$ cat config.mk
export PLATFORM = sky130hd
export DESIGN_NAME = accel_avg_filter
export DESIGN_NICKNAME = d
export VERILOG_FILES = /design/src/rtl/accel_pkg.sv /design/src/rtl/accel_axis_avg.sv /design/src/rtl/accel_avg_filter.sv
export SDC_FILE = /design/constraint.sdc
export NUM_CORES = 1
export LEC_CHECK = 0
export ABC_AREA = 1
export BUFFER_PORTS_ARGS = -buffer_cell sky130_fd_sc_hd__buf_4
export CAP_MARGIN = 40
export CORE_MARGIN = 1
export CORE_UTILIZATION = 45
export DETAILED_ROUTE_END_ITERATION = 16
export GPL_TIMING_DRIVEN = 0
export SYNTH_ARGS = -nofsm -noshare
export SYNTH_HDL_FRONTEND = slang
export SYNTH_HIERARCHICAL = 1
export SYNTH_SLANG_ARGS = --single-unit
$ cat constraint.sdc
create_clock -name clk -period 3.6 [get_ports clk]
set_input_delay 0.18 -clock clk [delete_from_list [all_inputs] [get_ports clk]]
set_output_delay 0.18 -clock clk [all_outputs]
set_load 0.02 [all_outputs]
$ cat src/rtl/accel_pkg.sv
// Shared types for the accelerometer averaging filter.
// Latency: n/a (types and helper function only).
// Backpressure: n/a.
package accel_pkg;

  localparam int NUM_AXES = 3;

  typedef logic signed [7:0] sample_t;

  typedef enum logic [1:0] {
    AXIS_X = 2'd0,
    AXIS_Y = 2'd1,
    AXIS_Z = 2'd2
  } axis_e;

  typedef enum logic {
    ST_FILL = 1'b0,
    ST_RUN  = 1'b1
  } avg_state_e;

  // Magnitude compare with -128 taken as +128 (9-bit magnitude avoids wrap).
  function automatic logic exceeds_thresh(input sample_t v, input logic [7:0] th);
    logic [8:0] mag;
    mag = v[7] ? (9'd0 - {1'b1, v}) : {1'b0, v};
    return mag > {1'b0, th};
  endfunction

endpackage

$ cat src/rtl/accel_axis_avg.sv
// One axis: circular sample buffer, running sum, registered average and tilt flag.
// Latency: average/tilt registered on the same edge that accepts the sample (visible next cycle).
// Backpressure: none; accepts a sample every cycle.
module accel_axis_avg
  import accel_pkg::*;
#(
  parameter int          DEPTH_LOG2 = 2,
  parameter logic [7:0]  THRESH     = 8'd64
) (
  input  logic                  clk,
  input  logic                  rst_n,
  input  logic                  clear,
  input  logic                  wr_en,
  input  logic                  replace,
  input  logic                  publish,
  input  logic [DEPTH_LOG2-1:0] wr_ptr,
  input  sample_t               sample_in,
  output sample_t               avg,
  output logic                  tilt
);

  localparam int WIN = 1 << DEPTH_LOG2;
  localparam int SW  = 8 + DEPTH_LOG2;

  sample_t               ring [WIN];
  logic signed [SW-1:0]  sum;
  logic signed [SW-1:0]  sum_next;
  logic signed [SW-1:0]  new_ext;
  logic signed [SW-1:0]  old_ext;
  sample_t               avg_next;

  // Next running sum: add the new sample, and drop the oldest once the window is full.
  always_comb begin
    new_ext  = {{DEPTH_LOG2{sample_in[7]}}, sample_in};
    old_ext  = {{DEPTH_LOG2{ring[wr_ptr][7]}}, ring[wr_ptr]};
    sum_next = replace ? (sum + new_ext - old_ext) : (sum + new_ext);
    // The top 8 bits of the sum are exactly sum >>> DEPTH_LOG2 (floor toward -inf);
    // a full window of 8-bit samples keeps that slice within [-128, 127].
    avg_next = sample_t'(sum_next[SW-1:DEPTH_LOG2]);
  end

  // Buffer, sum, average and tilt state; clear flushes everything.
  always_ff @(posedge clk or negedge rst_n) begin
    if (!rst_n) begin
      for (int i = 0; i < WIN; i++) ring[i] <= '0;
      sum  <= '0;
      avg  <= '0;
      tilt <= 1'b0;
    end else if (clear) begin
      for (int i = 0; i < WIN; i++) ring[i] <= '0;
      sum  <= '0;
      avg  <= '0;
      tilt <= 1'b0;
    end else if (wr_en) begin
      ring[wr_ptr] <= sample_in;
      sum          <= sum_next;
      if (publish) begin
        avg  <= avg_next;
        tilt <= exceeds_thresh(avg_next, THRESH);
      end
    end
  end

endmodule

$ cat src/rtl/accel_avg_filter.sv
// Three-axis moving-average filter with per-axis tilt flags for SPI accelerometer samples.
// Latency: 1 cycle from the sample_valid strobe to avg_valid and the updated averages.
// Backpressure: none; sample_valid may be asserted every cycle, clear drops a coincident sample.
module accel_avg_filter
  import accel_pkg::*;
#(
  parameter int          DEPTH_LOG2 = 2,
  parameter logic [7:0]  THRESH     = 8'd64
) (
  input  logic                clk,
  input  logic                rst_n,
  input  logic                sample_valid,
  input  sample_t             x_in,
  input  sample_t             y_in,
  input  sample_t             z_in,
  input  logic                clear,
  output sample_t             x_avg,
  output sample_t             y_avg,
  output sample_t             z_avg,
  output logic                avg_valid,
  output logic                window_full,
  output logic [NUM_AXES-1:0] tilt
);

  localparam int                WIN_I = 1 << DEPTH_LOG2;
  localparam logic [DEPTH_LOG2:0] WIN  = WIN_I[DEPTH_LOG2:0];
  localparam logic [DEPTH_LOG2:0] LAST = WIN - 1'b1;

  avg_state_e              state;
  avg_state_e              next_state;
  logic [DEPTH_LOG2:0]     count;
  logic [DEPTH_LOG2-1:0]   wr_ptr;
  logic                    accept;
  logic                    publish;
  logic                    replace;
  logic                    tilt_x;
  logic                    tilt_y;
  logic                    tilt_z;

  // Next-state and per-sample control; clear wins over a coincident sample.
  always_comb begin
    next_state = state;
    accept     = sample_valid && !clear;
    replace    = 1'b0;
    publish    = 1'b0;
    if (clear) begin
      next_state = ST_FILL;
    end else begin
      case (state)
        ST_FILL: begin
          if (accept && count == LAST) begin
            next_state = ST_RUN;
            publish    = 1'b1;
          end
        end
        ST_RUN: begin
          replace = 1'b1;
          publish = accept;
        end
        default: next_state = ST_FILL;
      endcase
    end
  end

  // State, fill count, shared write pointer and the one-cycle avg_valid strobe.
  always_ff @(posedge clk or negedge rst_n) begin
    if (!rst_n) begin
      state     <= ST_FILL;
      count     <= '0;
      wr_ptr    <= '0;
      avg_valid <= 1'b0;
    end else if (clear) begin
      state     <= ST_FILL;
      count     <= '0;
      wr_ptr    <= '0;
      avg_valid <= 1'b0;
    end else begin
      state     <= next_state;
      avg_valid <= publish;
      if (accept) begin
        // Pointer is DEPTH_LOG2 bits wide, so it wraps modulo the window on its own.
        wr_ptr <= wr_ptr + 1'b1;
        if (state == ST_FILL) count <= count + 1'b1;
      end
    end
  end

  assign window_full = (state == ST_RUN);

  accel_axis_avg #(.DEPTH_LOG2(DEPTH_LOG2), .THRESH(THRESH)) u_axis_x (
    .clk(clk), .rst_n(rst_n), .clear(clear), .wr_en(accept), .replace(replace),
    .publish(publish), .wr_ptr(wr_ptr), .sample_in(x_in), .avg(x_avg), .tilt(tilt_x)
  );

  accel_axis_avg #(.DEPTH_LOG2(DEPTH_LOG2), .THRESH(THRESH)) u_axis_y (
    .clk(clk), .rst_n(rst_n), .clear(clear), .wr_en(accept), .replace(replace),
    .publish(publish), .wr_ptr(wr_ptr), .sample_in(y_in), .avg(y_avg), .tilt(tilt_y)
  );

  accel_axis_avg #(.DEPTH_LOG2(DEPTH_LOG2), .THRESH(THRESH)) u_axis_z (
    .clk(clk), .rst_n(rst_n), .clear(clear), .wr_en(accept), .replace(replace),
    .publish(publish), .wr_ptr(wr_ptr), .sample_in(z_in), .avg(z_avg), .tilt(tilt_z)
  );

  assign tilt[AXIS_X] = tilt_x;
  assign tilt[AXIS_Y] = tilt_y;
  assign tilt[AXIS_Z] = tilt_z;

endmodule

==> metrics, run 1 <==
Syn-to-layout area delta=14.4%; Final Hold Viols=0; first-pass GRT wire length=42.2 mm; clk buf depth=2; Yosys warning count=6; CTS clk-pin slew, worst paths=0.07 ns; drt via density=5.31; Non-Filler Instances=1654; Mapped Nets=~1.4k; LEAKAGE=5.83 nW; P_sw=2.49 mW; GP Congestion=between 0.8 and 0.9; die height=151 microns; final wirelength=25.7 mm; HP Class=primary input to flip-flop; Setup WS post-layout=about 0.35 ns; CTS Buf Count=17; Final Max Tran Viols=0; fin crit share=90.4%; min cycle time layout=3.25 ns; H-tree depth=4; overall power=6.43 mW; Post-synth EDFFs=0; largest stage delay on the critical path=0.61 ns; placed instance area=between 0.01 and 0.015 sq mm; RSZ-0062 raised after global routing=no; drt first pass iters=5; vias in the first global route=8161; DP HPWL=about 19 mm; synthesis-stage register bit count=160; CP cell instances=nor2_2, a22oi_1, o221ai_1, ha_1, fa_1, inv_1, nand2_1, nand2_1, nand2_1, nand2_1, nand2_1, nand2_1, o21a_1, nand3_1, nor2_1, nand3_1, nand2_1, nand3_1, nand2_1, a21oi_2; area of the multi-input gates=0.00511 sq mm; I/O Pins=57; largest net degree at the start of global routing=109; critical path's slowest cell=dfrtp_2; setup violators final=0; die area=0.0228 sq mm; Clock Tree Root=clkbuf_16; largest area contributor in the netlist=dfrtp_1; DP Worst Slack=-0.00499 ns; Int Power=3.95 mW; WP data required=3.91 ns; top fanout value on the critical path=15; initial antenna violation count=0; Critical Path End Type=flip-flop; combinational share of power=39.8%; Clock Sinks=160; Setup CP Type=flip-flop to flip-flop; Final ANT Viol Nets=0; CORE AREA=0.0218 sq mm; VDD IR-drop max=284 uV; synthesized area=0.00998 sq mm; ANT cells=0; clock latency on the worst-skew pair=0.43 ns; # Max-Cap Violations=0; slew margin rel.=53.7%; CTS tree=done; row count=54; Clock Skews=0.0108 ns; ranking of synthesized cells by area=dfrtp_1 (40%), nand2_1 (11%), ha_1 (7.0%), inv_1 (6.5%), nand3_1 (5.9%); Startpoint Class=flip-flop; Final TNS setup=0 ns; grt ovf=0; most used cell, CP=nand2_1; Seq/Total Area, Yosys=40.1%; initial core utilization=a little under half; setup bufs post-CTS=0; DRC=0; PwrDens=564 mW/mm^2; Unique masters post-synth=43; design area=approximately 0.011 sq mm; status=complete, no violations; die width=around 150 microns; syn_area_per_cell=7.77 sq um; top-area cell type share of the netlist area=40.1%; initial DRC count=628; PortBufs=55; Filler cells=2125; fmax=307 MHz; Async SR Flop Fraction=100%; switching portion of total power=between 30% and 40%; total number of vias=8789; top_reg_cell synth=dfrtp_1; synthesized instance count=~1.3k; Clock Power Share=29.3%; Seq pwr share=30.9%; Nets=around 1.5k; WL/cell=~16 microns; measured slew at the worst slew-check pin=between 0.6 and 0.7 ns; All-Layer GR Usage=between 20% and 30%; Critical Path AT=~3.6 ns; cell total after placement=1621; Storage cell area=0.00401 sq mm; share of layout cells above drive strength 1=between 10% and 20%
-- per-layer routing --
metal  part of all wire (%)  vias up  routed length (microns)  track usage (%)
met5                      0        -                        0                0
met4                   0.65        0                      167             5.05
met3                    4.2       15                     1090             3.89
met2                     46      192                    11800             36.7
met1                     49     4155                    12700             35.2
li1                       -     4427                        -                -
-- metrics by stage --
| stage | utilization (%) | hold slack [ns] |
|---|---|---|
| floorplan | - | -0.116 |
| global placement | 49.4 | 0.465 |
| detailed placement | 49.6 | 0.121 |
| CTS | 52.5 | 0.0189 |
| global route | 52.5 | 0.0265 |
| finish | 52.5 | 0.0429 |
-- cell usage after synthesis, drive strengths merged, types with 14 or more instances --
cell and instances:
ha 56, dfrtp 160, o22ai 69, nand3 130, a21oi 49, nand2 330, xor2 17, clkbuf 25
nor2 62, nor3 16, nand4 14, o21ai 104, inv 190
-- cells by family after synthesis --
group / count (synthesis) / synth area share, %
flops: 160 / 40.1
buf+inv: 225 / 8.69
simple gates: 563 / 26.1
fa+ha+maj: 62 / 8.22
compound gates: 249 / 14.6
xor+xnor: 25 / 2.34
-- state kept, by name, indices dropped and copies added, names as in the netlist, 10 cells and up --
| name | count |
|---|---|
| u_axis_x/sum | 10 |
| u_axis_z/sum | 10 |
| u_axis_z/ring | 32 |
| u_axis_y/sum | 10 |
| u_axis_y/ring | 32 |
| u_axis_x/ring | 32 |
-- critical path: cells and delay by family (launching register included) --
| kind | cells | cell delay (ns) |
|---|---|---|
| compound gates | 4 | 0.73 |
| fa+ha+maj | 2 | 0.63 |
| buf+inv | 1 | 0.14 |
| flops | 1 | 0.61 |
| simple gates | 13 | 1.04 |
-- area by class of cell --
type / count / area share [%]
buffer: 33 / 1.28
tap: 280 / 3.07
inverter: 192 / 6.31
clock buffer: 20 / 4.09
sequential: 160 / 35.1
timing repair buffer: 58 / 4.08
clock inverter: 12 / 1.29
multi-input combinational: 899 / 44.8
-- power groups by stage --
stage          clock, mW  combinational, mW  sequential, mW
2_1_floorplan          0               1.98            2.00
3_3_place_gp           0               2.49            2.02
3_5_place_dp           0               2.53            2.02
4_1_cts             1.94               2.55            1.99
5_1_grt             2.00               2.93            2.00
6_report            1.88               2.56            1.99
-- final timing paths --
path	startpoint	end	slack [ns]	depth (start not counted)
setup reg to reg	wr_ptr[0]	u_axis_y/tilt	0.35	20
min in group asynchronous	rst_n	u_axis_y/avg[6]	0.25	2
setup / recovery	wr_ptr[0]	u_axis_y/tilt	0.35	20
max in group asynchronous	rst_n	wr_ptr[0]	2.46	3
hold / removal	sample_valid	wr_ptr[0]	0.04	4
hold reg to reg	count[1]	count[1]	0.48	2
-- cell usage in the layout, fill, tap and decap left out, drive strengths merged, types with 3 or more instances in the layout --
cell	count
a221oi	12
and2	6
a22oi	3
inv	194
xnor2	8
nand2	330
nand4	14
o221ai	3
clkbuf	45
o21a	5
nor3	16
dfrtp	160
o21ai	104
buf	65
o22ai	69
nand3	130
xor2	17
clkinv	6
or2	3
a21oi	49
nor2	62
ha	56
fa	6
-- repair_timing --
item / 4_1_cts / 5_1_grt
setup endpoints to repair: 1 / 3
endpoints found under the hold margin: 52 / 0
hold buffers: 1 / 0
gates cloned: 0 / 0
resized for setup: 1 / 2
No activity file was read; power rests on OpenSTA's default activity.
==> run 2, diff against run 1 <==
--- a/config.mk
+++ b/config.mk
@@ -10,8 +10,9 @@
 export CAP_MARGIN = 40
 export CORE_MARGIN = 1
 export CORE_UTILIZATION = 45
+export CTS_CLUSTER_DIAMETER = 100
 export DETAILED_ROUTE_END_ITERATION = 16
-export GPL_TIMING_DRIVEN = 0
+export REMOVE_ABC_BUFFERS = 1
 export SYNTH_ARGS = -nofsm -noshare
 export SYNTH_HDL_FRONTEND = slang
 export SYNTH_HIERARCHICAL = 1
==> metrics, run 2 (synthesis gave the netlist of run 1 again) <==
vias in the first global route=8317; commonest non-fill, non-tap cells in the layout=nand2_1 (296), inv_1 (173), dfrtp_1 (158); Setup CP Type=flip-flop to flip-flop; Finished Core Util=52.4%; Final TNS setup=0 ns; Final Max Tran Viols=0; setup bufs post-CTS=0; grt ovf=0; All-Layer GR Usage=a little under a quarter; share of layout cells above drive strength 1=roughly 15%; fmax=300 MHz; GP Congestion=just under 0.9; top flop regs=u_axis_x/ring x32, u_axis_y/ring x32, u_axis_z/ring x32; status=complete, no violations; die width=around 150 microns; crit path from=u_axis_z/sum[0]; die area=0.0228 sq mm; hold path startpoint=sample_valid; Final ANT Viol Nets=0; PwrDens=559 mW/mm^2; CTS clk-pin slew, worst paths=0.07 ns; final wirelength=~26 mm; Startpoint Class=flip-flop; initial antenna violation count=1; clock latency on the worst-skew pair=0.43 ns; WP data required=3.91 ns; initial core utilization=a little under half; CORE AREA=0.0218 sq mm; setup violators final=0; drt via density=5.39; Syn-to-layout area delta=14.2%; worst flop-to-flop path startpoint=u_axis_z/sum[0]; Clock Tree Root=clkbuf_16; LEAKAGE=5.84 nW; critical path's slowest cell=fa_1; largest stage delay on the critical path=0.42 ns; DP HPWL=19.4 mm; PortBufs=56; slew margin rel.=46.1%; min cycle time layout=3.33 ns; drt first pass iters=5; total number of vias=8825; fin crit share=92.6%; Final Hold Viols=0; die height=151 microns; placed instance area=approximately 0.011 sq mm; ANT cells=0; CP cell instances=ha_1, fa_1, nand2_1, nand2_1, and2_1, inv_1, or2_2, nand2_1, ha_1, nand2_1, inv_1, nand4_1, nand3_1, xnor2_1, nand2_1, o21ai_1, nand2_1, nor2_1, nand3_1, nand2_1, nor2_1, nor2_1, nor2_1; top fanout value on the critical path=5; first-pass GRT wire length=around 42 mm; Critical Path End Type=flip-flop; measured slew at the worst slew-check pin=between 0.8 and 0.9 ns; design area=0.0114 sq mm; Clock Sinks=between 150 and 200; largest net degree at the start of global routing=87; VDD IR-drop max=258 uV; RSZ-0062 raised after global routing=no; clk buf depth=2; CTS tree=done; Clock Skews=0.0133 ns; Worst Hold Slack=0.0810 ns; CTS Buf Count=17; WL/cell=15.7 microns; H-tree depth=4; I/O Pins=57; initial DRC count=roughly 470; most used cell, CP=nand2_1; # Max-Cap Violations=0; row count=54; Critical Path AT=3.64 ns; HP Class=primary input to flip-flop; most common cell after layout, fill and taps aside=nand2_1; DRC=0; Nets=~1.4k
==> run 2: metrics by stage <==
stage,setup WS (ns),std cells,power (mW)
after global routing,0.00650,1636,6.88
final,0.267,1636,6.37
after global placement,0.285,1600,4.50
after detailed placement,0.279,1603,4.53
after floorplan,0.667,1251,3.97
after CTS,0.257,1636,6.41
==> run 2: worst paths after layout <==
path	end	slack, ns	cells past startpoint
min	count[1]	0.08	3
max	u_axis_z/tilt	0.27	23
min reg2reg	u_axis_z/avg[3]	0.48	2
max in group asynchronous	u_axis_z/ring[30]	2.33	3
max reg2reg	u_axis_z/tilt	0.27	23
min in group asynchronous	u_axis_y/ring[16]	0.36	2
==> run 2: routing by layer <==
metal	vias to the layer above	track usage, %	share of wire (%)	routed length [microns]
met4	2	7.80	2.1	552
met2	198	37.9	46	11800
met5	-	0	0.066	17
met3	35	3.89	4.2	1080
li1	4391	-	-	-
met1	4199	33.2	48	12300
==> run 2: area by class of cell <==
cell class	count	area (sq um)
flip-flops and latches	160	4010
fillers	2131	10400
multi-input cells	899	5110
clock inverters	14	156
well taps	280	350
inverters	192	721
repair buffers	73	614
clock buffers	18	439
==> run 2: critical path: cells and delay by family (launching register included) <==
family,cells,cell delay (ns)
AOI/OAI and AO/OA,1,0.19
buffers and inverters,2,0.12
adders and majority gates,3,1.04
xor gates and xnor gates,1,0.13
and+or+nand+nor,16,1.36
DFF,1,0.38
==> run 2: repair_timing <==
action | in CTS | in global routing
gates resized for setup | 0 | 3
hold buffers | 1 | 0
endpoints found under the setup margin | 0 | 1
hold endpoints to repair | 83 | 0
==> run 2: where the power goes <==
part,total (mW),internal [mW],switching [mW]
combinational,2.55,0.958,1.59
clock,1.84,1.05,0.790
sequential,1.99,1.91,0.0766
total,6.37,3.92,2.45
==> run 3, diff against run 2 <==
--- a/config.mk
+++ b/config.mk
@@ -5,10 +5,9 @@
 export SDC_FILE = /design/constraint.sdc
 export NUM_CORES = 1
 export LEC_CHECK = 0
-export ABC_AREA = 1
 export BUFFER_PORTS_ARGS = -buffer_cell sky130_fd_sc_hd__buf_4
-export CAP_MARGIN = 40
-export CORE_MARGIN = 1
+export CAP_MARGIN = 20
+export CORE_MARGIN = 2
 export CORE_UTILIZATION = 45
 export CTS_CLUSTER_DIAMETER = 100
 export DETAILED_ROUTE_END_ITERATION = 16
==> metrics, run 3 <==
switching portion of total power=between 30% and 40%; synthesis-stage register bit count=160; measured slew at the worst slew-check pin=0.988 ns; ranking of synthesized cells by area=dfrtp_1 (39%), mux2i_1 (11%), ha_1 (6.7%), nor2_1 (6.7%), mux4_2 (4.6%); setup violators final=2; overall power=5.59 mW; top fanout value on the critical path=4; Buffers & Inverters on Critical Path=3; crit path from=u_axis_y/sum[0]; WL/cell=17.6 microns; Final Hold Viols=0; largest net degree at the start of global routing=169; All-Layer GR Usage=21.6%; Worst path top cell family by delay=compound AO/OA/AOI/OAI gates; Async SR Flop Fraction=100%; I/O Pins=57; Clock Tree Root=clkbuf_16; Critical Path End Type=flip-flop; DP HPWL=between 15 and 20 mm; Nets=between 1k and 1.5k; Worst Hold Slack=0.0575 ns; CORE AREA=0.0226 sq mm; fin crit share=101%; Critical Path AT=3.97 ns; Setup CP Type=flip-flop to flip-flop; largest stage delay on the critical path=0.41 ns; vias in the first global route=8068; HP Class=primary input to flip-flop; Unique masters post-synth=70; most common cell after layout, fill and taps aside=nor2_1; Final ANT Viol Nets=0; fmax=275 MHz; placed instance area=roughly 0.012 sq mm; violated checks=setup timing; status=complete, but fails checks; Reg2Reg Depth=16; Clock Skews=0.00915 ns; Final Max Tran Viols=0; die width=156 microns; Non-Filler Instances=1469; P_sw=1.80 mW; grt ovf=0; H-tree depth=4; final wirelength=25.9 mm; Clock Sinks=160; CP cell instances=ha_4, fa_2, buf_4, a211oi_4, buf_4, o21ai_2, a21o_1, a21oi_2, xnor2_2, ha_4, buf_4, and3_1, a311oi_1, nand3b_1, a221o_1, o31ai_2; PwrDens=434 mW/mm^2; die height=156 microns; top-area cell type share of the netlist area=38.6%; DRC=0; CTS clk-pin slew, worst paths=0.07 ns; GP Congestion=around 0.8; min cycle time layout=3.63 ns; syn_area_per_cell=9.96 sq um; synthesized area=between 0.01 and 0.015 sq mm; top_reg_cell synth=dfrtp_1; Clock Power Share=32.4%; RSZ-0062 raised after global routing=yes; drt via density=approximately 5.7; WHS Endpoint=u_axis_x/ring[11]; Syn-to-layout area delta=24.0%; synthesized instance count=roughly 1.0k; DP Worst Slack=-0.200 ns; critical path's slowest cell=dfrtp_1; Startpoint Class=flip-flop; Int Power=3.79 mW; clk buf depth=2; Finished Core Util=56.9%; largest area contributor in the netlist=dfrtp_1; clock latency on the worst-skew pair=between 0.4 and 0.5 ns; total number of vias=8320; CTS Buf Count=17; combinational share of power=33.7%; CTS tree=done; Yosys warning count=6; hold depth=3; Setup WS post-layout=-0.0299 ns; reg2reg end=u_axis_y/tilt; initial DRC count=481; hold path startpoint=x_in[3]; slew margin rel.=33.8%; worst flop-to-flop path startpoint=u_axis_y/sum[0]; Final TNS setup=-0.0576 ns; most used cell, CP=buf_4; R2R setup slack=-0.03 ns; Seq/Total Area, Yosys=around two fifths; first-pass GRT wire length=42.1 mm; die area=0.0243 sq mm; design area=between 0.01 and 0.015 sq mm; top flop regs=u_axis_x/ring x32, u_axis_y/ring x32, u_axis_z/ring x32; PortBufs=56; Seq pwr share=between 30% and 40%; drt first pass iters=5; top post-synthesis cells by count=nor2_1 (184), dfrtp_1 (160), mux2i_1 (115); initial core utilization=45.9%; initial antenna violation count=1; row count=55; share of layout cells above drive strength 1=27.3%; # Max-Cap Violations=0; cell total after placement=1411; WP data required=approximately 3.9 ns; commonest non-fill, non-tap cells in the layout=nor2_1 (173), dfrtp_1 (158), buf_4 (149); LEAKAGE=6.05 nW; VDD IR-drop max=~290 uV; Post-synth EDFFs=0; most frequent cell after synthesis=nor2_1
[run 3: cell count changes after synthesis, sizes merged, moves of 14 or more]
cell / previous run / this run
clkbuf: 25 / 39
nand4: 14 / 0
nor3: 16 / 34
a211oi: 0 / 57
o21ai: 104 / 23
mux2i: 0 / 115
o22ai: 69 / 0
nand3: 130 / 27
nand2: 330 / 27
a21oi: 49 / 34
nor2: 62 / 184
o21a: 5 / 21
mux4: 0 / 21
inv: 190 / 39
[run 3: kinds of logic (layout without fill, tap and decap cells)]
family	after synthesis	after routing	synth area share [%]
AOI/OAI and AO/OA	214	214	15.8
xor gates and xnor gates	20	20	1.83
adders and majority gates	62	62	7.90
buffers and inverters	94	234	3.58
DFF	160	160	38.6
muxes	143	143	16.4
other	0	1	0
and+or+nand+nor	350	350	15.9
[run 3: worst min-delay path: stages]
cell     delay [ns]
buf_4          0.12
mux2i_1        0.07
nor2_1         0.07
[run 3: routing by layer]
metal	up-vias	GRT usage (%)	part of all wire [%]
li1	4081	-	-
met1	4121	30.7	49
met2	103	34.8	48
met3	15	3.86	2.3
met4	0	4.72	0.88
met5	-	0	0
[run 3: worst max-delay path by stage]
stage                               end  slack (ns)  cells past startpoint
after global placement    u_axis_y/tilt       -0.18                     13
after CTS                 u_axis_y/tilt       -0.08                     13
final                     u_axis_y/tilt       -0.03                     16
after floorplan           u_axis_y/tilt       -0.53                     11
after detailed placement  u_axis_y/tilt       -0.20                     13
after global routing      u_axis_y/tilt       -0.23                     15
[run 3: layout make-up]
type | instances | area, sq um
Clock buffer | 19 | 443
Multi-Input combinational cell | 789 | 6450
Sequential cell | 160 | 4010
Antenna cell | 1 | 2.50
Inverter | 39 | 146
Timing Repair Buffer | 163 | 1340
Clock inverter | 13 | 138
Fill cell | 1969 | 9770
Tap cell | 285 | 357
[run 3: repair_timing]
item	in CTS	in global routing
gates cloned	0	0
pin swaps	22	45
endpoints found under the setup margin	8	23
endpoints found under the hold margin	82	0
buffers inserted	15	9
hold buffers	1	0
resized for setup	26	71
[run 3: power groups by stage]
stage | sequential, mW | clock [mW] | combinational [mW]
after floorplan | 1.93 | 0 | 0.979
after global placement | 1.93 | 0 | 1.57
after detailed placement | 1.93 | 0 | 1.58
after CTS | 1.89 | 1.85 | 1.69
after global routing | 1.90 | 1.93 | 2.06
final | 1.89 | 1.81 | 1.88
